**src/rtl/mult_div_pkg.sv**
```systemverilog
// mult_div_pkg: shared FSM state type and sizing constants for the multiply/divide unit
package mult_div_pkg;
   typedef enum logic [2:0] {S_IDLE, S_MULT, S_DIV, S_FIX, S_DONE} md_state_t;
   localparam int MD_WIDTH = 32;
   localparam int MD_ITER = MD_WIDTH;
   localparam logic [MD_WIDTH-1:0] DIV0_LO = '1;
endpackage

```
**src/rtl/mult_div_step.sv**
```systemverilog
// mult_div_step: one combinational iteration of shift-add multiply or restoring divide
// ports: i_div selects divide; i_hi/i_lo is the {acc,multiplier} or {rem,quot} pair;
//        i_operand is the multiplicand or divisor magnitude; o_hi/o_lo is the updated pair
module mult_div_step
   import mult_div_pkg::*;
#(
   parameter int WIDTH = MD_WIDTH
) (
   input  logic             i_div,
   input  logic [WIDTH-1:0] i_hi,
   input  logic [WIDTH-1:0] i_lo,
   input  logic [WIDTH-1:0] i_operand,
   output logic [WIDTH-1:0] o_hi,
   output logic [WIDTH-1:0] o_lo
);
   logic [WIDTH:0] w_sum;
   logic [WIDTH:0] w_shl;
   logic [WIDTH:0] w_diff;
   logic           w_borrow;
   always_comb begin
      w_sum    = {1'b0, i_hi} + (i_lo[0] ? {1'b0, i_operand} : '0);
      w_shl    = {i_hi, i_lo[WIDTH-1]};
      w_diff   = w_shl - {1'b0, i_operand};
      // remainder stays below the divisor, so a set top bit can only mean the trial went negative
      w_borrow = w_diff[WIDTH];
      o_hi     = i_div ? (w_borrow ? w_shl[WIDTH-1:0] : w_diff[WIDTH-1:0]) : w_sum[WIDTH:1];
      o_lo     = i_div ? {i_lo[WIDTH-2:0], ~w_borrow} : {w_sum[0], i_lo[WIDTH-1:1]};
   end
endmodule

```
**src/rtl/mult_div_unit.sv**
```systemverilog
// mult_div_unit: iterative signed multiply/divide producing HI/LO with one-cycle done pulses
// ports: clk/reset (sync, active-high); mult_start/div_start accepted in IDLE with op_a/op_b;
//        hi/lo result; mult_done/div_done pulse in DONE; div_by_zero with div_done; busy
module mult_div_unit
   import mult_div_pkg::*;
#(
   parameter int WIDTH = MD_WIDTH
) (
   input  logic             clk,
   input  logic             reset,
   input  logic             mult_start,
   input  logic             div_start,
   input  logic [WIDTH-1:0] op_a,
   input  logic [WIDTH-1:0] op_b,
   output logic [WIDTH-1:0] hi,
   output logic [WIDTH-1:0] lo,
   output logic             mult_done,
   output logic             div_done,
   output logic             div_by_zero,
   output logic             busy
);
   localparam int ITER = (WIDTH == MD_WIDTH) ? MD_ITER : WIDTH;
   localparam int CW = $clog2(ITER + 1);
   localparam logic [WIDTH-1:0] LO0 = (WIDTH == MD_WIDTH) ? WIDTH'(DIV0_LO) : '1;

   md_state_t        r_state, w_next;
   logic             r_op_div, r_sa, r_sb, r_dz;
   logic [CW-1:0]    r_count;
   logic [WIDTH-1:0] r_operand, r_acc, r_q, r_hi, r_lo;
   logic [WIDTH-1:0] w_abs_a, w_abs_b, w_step_hi, w_step_lo;
   logic [2*WIDTH-1:0] w_prod;
   logic             w_neg, w_last, w_div0, w_accept;

   assign w_abs_a  = op_a[WIDTH-1] ? -op_a : op_a;
   assign w_abs_b  = op_b[WIDTH-1] ? -op_b : op_b;
   assign w_neg    = r_sa ^ r_sb;
   assign w_prod   = w_neg ? -{r_acc, r_q} : {r_acc, r_q};
   assign w_last   = r_count == CW'(ITER - 1);
   assign w_accept = mult_start | div_start;
   assign w_div0   = !mult_start && div_start && op_b == '0;

   mult_div_step #(.WIDTH(WIDTH)) u_step (
      .i_div     (r_op_div),
      .i_hi      (r_acc),
      .i_lo      (r_q),
      .i_operand (r_operand),
      .o_hi      (w_step_hi),
      .o_lo      (w_step_lo)
   );

   always_ff @(posedge clk)
      r_state <= reset ? S_IDLE : w_next;

   always_comb begin
      w_next      = r_state;
      busy        = r_state != S_IDLE;
      mult_done   = r_state == S_DONE && !r_op_div;
      div_done    = r_state == S_DONE && r_op_div;
      div_by_zero = r_state == S_DONE && r_op_div && r_dz;
      case (r_state)
         S_IDLE:         w_next = mult_start ? S_MULT : !div_start ? S_IDLE : w_div0 ? S_DONE : S_DIV;
         S_MULT, S_DIV:  w_next = w_last ? S_FIX : r_state;
         S_FIX:          w_next = S_DONE;
         default:        w_next = S_IDLE;
      endcase
   end

   always_ff @(posedge clk) begin
      if (reset) begin
         r_op_div  <= 1'b0;
         r_sa      <= 1'b0;
         r_sb      <= 1'b0;
         r_dz      <= 1'b0;
         r_count   <= '0;
         r_operand <= '0;
         r_acc     <= '0;
         r_q       <= '0;
         r_hi      <= '0;
         r_lo      <= '0;
      end else begin
         case (r_state)
            S_IDLE: if (w_accept) begin
               r_op_div  <= !mult_start;
               r_sa      <= op_a[WIDTH-1];
               r_sb      <= op_b[WIDTH-1];
               r_dz      <= w_div0;
               r_count   <= '0;
               r_acc     <= '0;
               // multiply iterates over the multiplier bits, divide shifts the dividend out
               r_operand <= mult_start ? w_abs_a : w_abs_b;
               r_q       <= mult_start ? w_abs_b : w_abs_a;
               if (w_div0) begin
                  r_hi <= op_a;
                  r_lo <= LO0;
               end
            end
            S_MULT, S_DIV: begin
               r_acc   <= w_step_hi;
               r_q     <= w_step_lo;
               r_count <= r_count + 1'b1;
            end
            S_FIX: begin
               r_hi <= r_op_div ? (r_sa ? -r_acc : r_acc) : w_prod[2*WIDTH-1:WIDTH];
               r_lo <= r_op_div ? (w_neg ? -r_q : r_q) : w_prod[WIDTH-1:0];
            end
            default: ;
         endcase
      end
   end

   assign hi = r_hi;
   assign lo = r_lo;
endmodule

```
**config.mk**
```make
export PLATFORM = sky130hd
export DESIGN_NAME = mult_div_unit
export DESIGN_NICKNAME = d
export VERILOG_FILES = /design/src/rtl/mult_div_pkg.sv /design/src/rtl/mult_div_step.sv /design/src/rtl/mult_div_unit.sv
export SDC_FILE = /design/constraint.sdc
export NUM_CORES = 1
export LEC_CHECK = 0
export BUFFER_PORTS_ARGS = -buffer_cell sky130_fd_sc_hd__buf_4
export CORE_MARGIN = 2
export CORE_UTILIZATION = 55
export CTS_BUF_LIST = sky130_fd_sc_hd__clkbuf_16
export CTS_CLUSTER_DIAMETER = 40
export DETAILED_ROUTE_END_ITERATION = 8
export GPL_TIMING_DRIVEN = 1
export PLACE_DENSITY = 0.75
export SLEW_MARGIN = 40
export SYNTH_ARGS = -nofsm -noshare
export SYNTH_HDL_FRONTEND = slang
export SYNTH_SLANG_ARGS = --single-unit
```
**constraint.sdc**
```tcl
create_clock -name clk -period 8.9 [get_ports clk]
set_input_delay 0 -clock clk [delete_from_list [all_inputs] [get_ports clk]]
set_output_delay 0 -clock clk [all_outputs]
set_load 0.005 [all_outputs]
```
==> impl_metrics.csv <==
group,metric,value,unit
setup_path,critical_path_class,"flip-flop to flip-flop",
setup_path,cpPeakStageDelay,650,ps
cells_and_area,diodes,0,
die,initial_core_util,55.8,%
sta,fin_crit,4030,ps
global_routing,track_usage,36.6,%
setup_path,start_kind,"flip-flop",
clocking,clock_sinks,173,
clocking,clock_latency,450,ps
clocking,ctsHtreeMaxLevel,4,
cells_and_area,final_core_util,64.2,%
synth,syn-num-nets,1950,
global_routing,antenna_found_initial,0,
clocking,cts_tree,"yes",
clocking,holdBufCountCts,34,
routing,drt_pre_antenna_iters,5,
sta,clock.fmax,248,MHz
setup_path,critPathArrivalTime,4380,ps
synth,yosysWarnings,0,
clocking,cts_buffer_depth,2,
routing,via_per_inst,6.55,
global_routing,grt_pass1_wl,76.0,mm
sta,worst_pin_slew,903,ps
clocking,cts_buffers,17,
synth,synth.avg_cell_area,7.73,um2
synth,synth_top_cell_area_share,24.7,%
clocking,cts_resized,0,
sta,slew_headroom,39.6,%
sta,tns,0,ps
setup_path,path_cells,"inv_1 > buf_4 > nor2_1 > ha_1 > o211ai_1 > o21ai_0 > a211o_1 > a32o_1 > a21oi_1 > o21ai_0 > o41ai_1 > nand2_1 > o41a_1 > a22o_1",
sta,final-hold-violation-count,0,
sta,setup_violations,0,
sta,rsz0062_at_grt,"false",
power_and_ir_drop,worst_ir_drop_vdd,0.000110,V
die,die_width,164,um
sta,clock-skew-final,15.7,ps
routing,vias,14700,
setup_path,setup.worst_path.start,"r_q[0]",
setup_path,endpoint,"r_acc[30]",
clocking,root_buffer,"clkbuf_16",
sta,whs,6.81,ps
sta,slew_viol_final,0,
die,die_h,164,um
setup_path,cp.required,9260,ps
die,core_area,25100,um2
synth,synthCells,1811,
sta,layout_setup_ws,4870,ps
global_routing,grt-ovfl-total,0,
global_routing,grt_pass1_vias,13500,
routing,routedWlPerCell,22.0,um
synth,synth_seq_cells,173,
setup_path,critPathMaxFanout,33,
setup_path,end_kind,"flip-flop",
die,io_pins,136,
clocking,post_cts_buffers,0,
clocking,clkTransAtPathRegs,80,ps
synth,synth_edf_count,0,
cells_and_area,drive_above_1_share,13.0,%
synth,ys_seq_area_share,24.7,%
routing,dr.first_iter.drc_count,1537,
cells_and_area,fill_cells,2266,
routing,antenna_left,0,
setup_path,cp_top_family,"compound AO/OA/AOI/OAI gates",
setup_path,path_depth,14,
setup_path,reg2reg_from,"r_q[0]",
setup_path,r2r_cells,14,
placed_design,routabilityCongestion,0.969,
power_and_ir_drop,leakagePower,0.00636,uW
routing,wirelength,49.3,mm
hold_path,hold_depth,4,
flow_run,drv_cap,0,
synth,synthArstFlopShare,0,%
setup_path,crit_top_cell,"o21ai_0",
placed_design,numPortBuffers,135,
synth,synth_common_cells,"dfxtp_1 (173), nor2_1 (173), a21oi_1 (140), nand2_1 (140), o21ai_0 (110)",
placed_design,pre_cts_ws,4960,ps
synth,yosysTopAreaCell,"dfxtp_1",
die,die-area,26700,um2
cells_and_area,fin_nets,2039,
setup_path,critPathBufInv,2,
cells_and_area,areaGrowthSynthToFinish,15.1,%
routing,drc,0,
synth,syn_area,14000,um2
synth,synth-main-ff-cell,"dfxtp_1",
hold_path,hold_path_class,"input pin to flip-flop",
synth,synth.distinct_cells,86,
cells_and_area,regArea,3460,um2
setup_path,r2r-end,"r_acc[30]",
synth,synth.area.top_cells,"dfxtp_1 (25%), xnor2_1 (6.4%), ha_1 (6.2%), a21oi_1 (5.0%), mux2i_1 (5.0%)",
placed_design,hpwl,36.7,mm
power_and_ir_drop,p_per_area,165,nW/um2
setup_path,reg2reg_slack,4870,ps
status,status,"finished clean",
sta,period_share,45.3,%
global_routing,grt_max_degree,97,
die,fp-row-count,58,
setup_path,cp_slowest_cell,"dfxtp_1",
cells_and_area,multiInputGateArea,9880,um2
==> routing by layer <==
| layer | vias to the layer above | global-route usage [%] | part of all wire, % |
|---|---|---|---|
| met5 | - | 0 | 0 |
| met4 | 0 | 16.7 | 4.5 |
| met3 | 124 | 6.81 | 8.4 |
| met2 | 699 | 57.7 | 45 |
| met1 | 6998 | 48.4 | 42 |
| li1 | 6873 | - | - |
==> cell usage in the layout (no fill, tap or decap), drive strengths merged, types with 73 or more instances in the layout <==
cell and instances:
buf 156, o21ai 116, nor2 173, a21oi 141, xnor2 102, nand2 140, inv 76, nor3 73
a211oi 74, dfxtp 173
==> tightest hold or removal path, cell delays in order <==
cell,delay (ps)
buf_4,90
xnor2_1,80
o21ai_0,160
a221oi_1,70
==> worst min path at each step <==
| stage | from | end | slack [ps] |
|---|---|---|---|
| after floorplan | div_start | r_op_div | 190 |
| after global placement | div_start | r_op_div | 370 |
| after detailed placement | div_start | r_op_div | 370 |
| after CTS | op_a[23] | hi[23] | 2 |
| final | op_b[9] | r_operand[9] | 7 |
| after global routing | op_a[23] | hi[23] | 10 |
==> area by class of cell <==
cell class / count / share of cell area, %
Multi-Input combinational cell: 1451 / 61.3
Sequential cell: 173 / 21.5
Timing Repair Buffer: 190 / 9.40
Clock buffer: 17 / 2.64
Tap cell: 330 / 2.56
Inverter: 67 / 1.56
Clock inverter: 15 / 1.05
==> where the power goes <==
part           switching [uW]  leakage, uW  internal (uW)
Clock                     390     0.000295            380
Combinational             597      0.00465            390
Sequential               77.5      0.00141            825
==> registers in the layout (all words and copies together), names as in the netlist <==
name,cells
hi,32
lo,32
r_acc,32
r_count,6
r_dz,1
r_op_div,1
r_operand,32
r_q,32
r_sa,1
r_sb,1
r_state,3
==> stage by stage <==
stage,std cells,power [uW],instance area [um2]
after floorplan,1811,1570,14000
after global placement,2177,1850,15200
after detailed placement,2177,1860,15200
after CTS,2243,2630,16100
after global routing,2243,2780,16100
final,2243,2660,16100
==> cells by family (layout without fill, tap and decap cells) <==
family	count (synthesis)	after routing	synth area share, %
fa+ha+maj	71	71	6.45
buf+inv	187	289	5.11
flops	173	173	24.7
simple gates	543	543	18.9
xor+xnor	173	173	10.8
mux	85	85	6.21
compound gates	579	579	27.8
(Power assumes the default switching activity.)
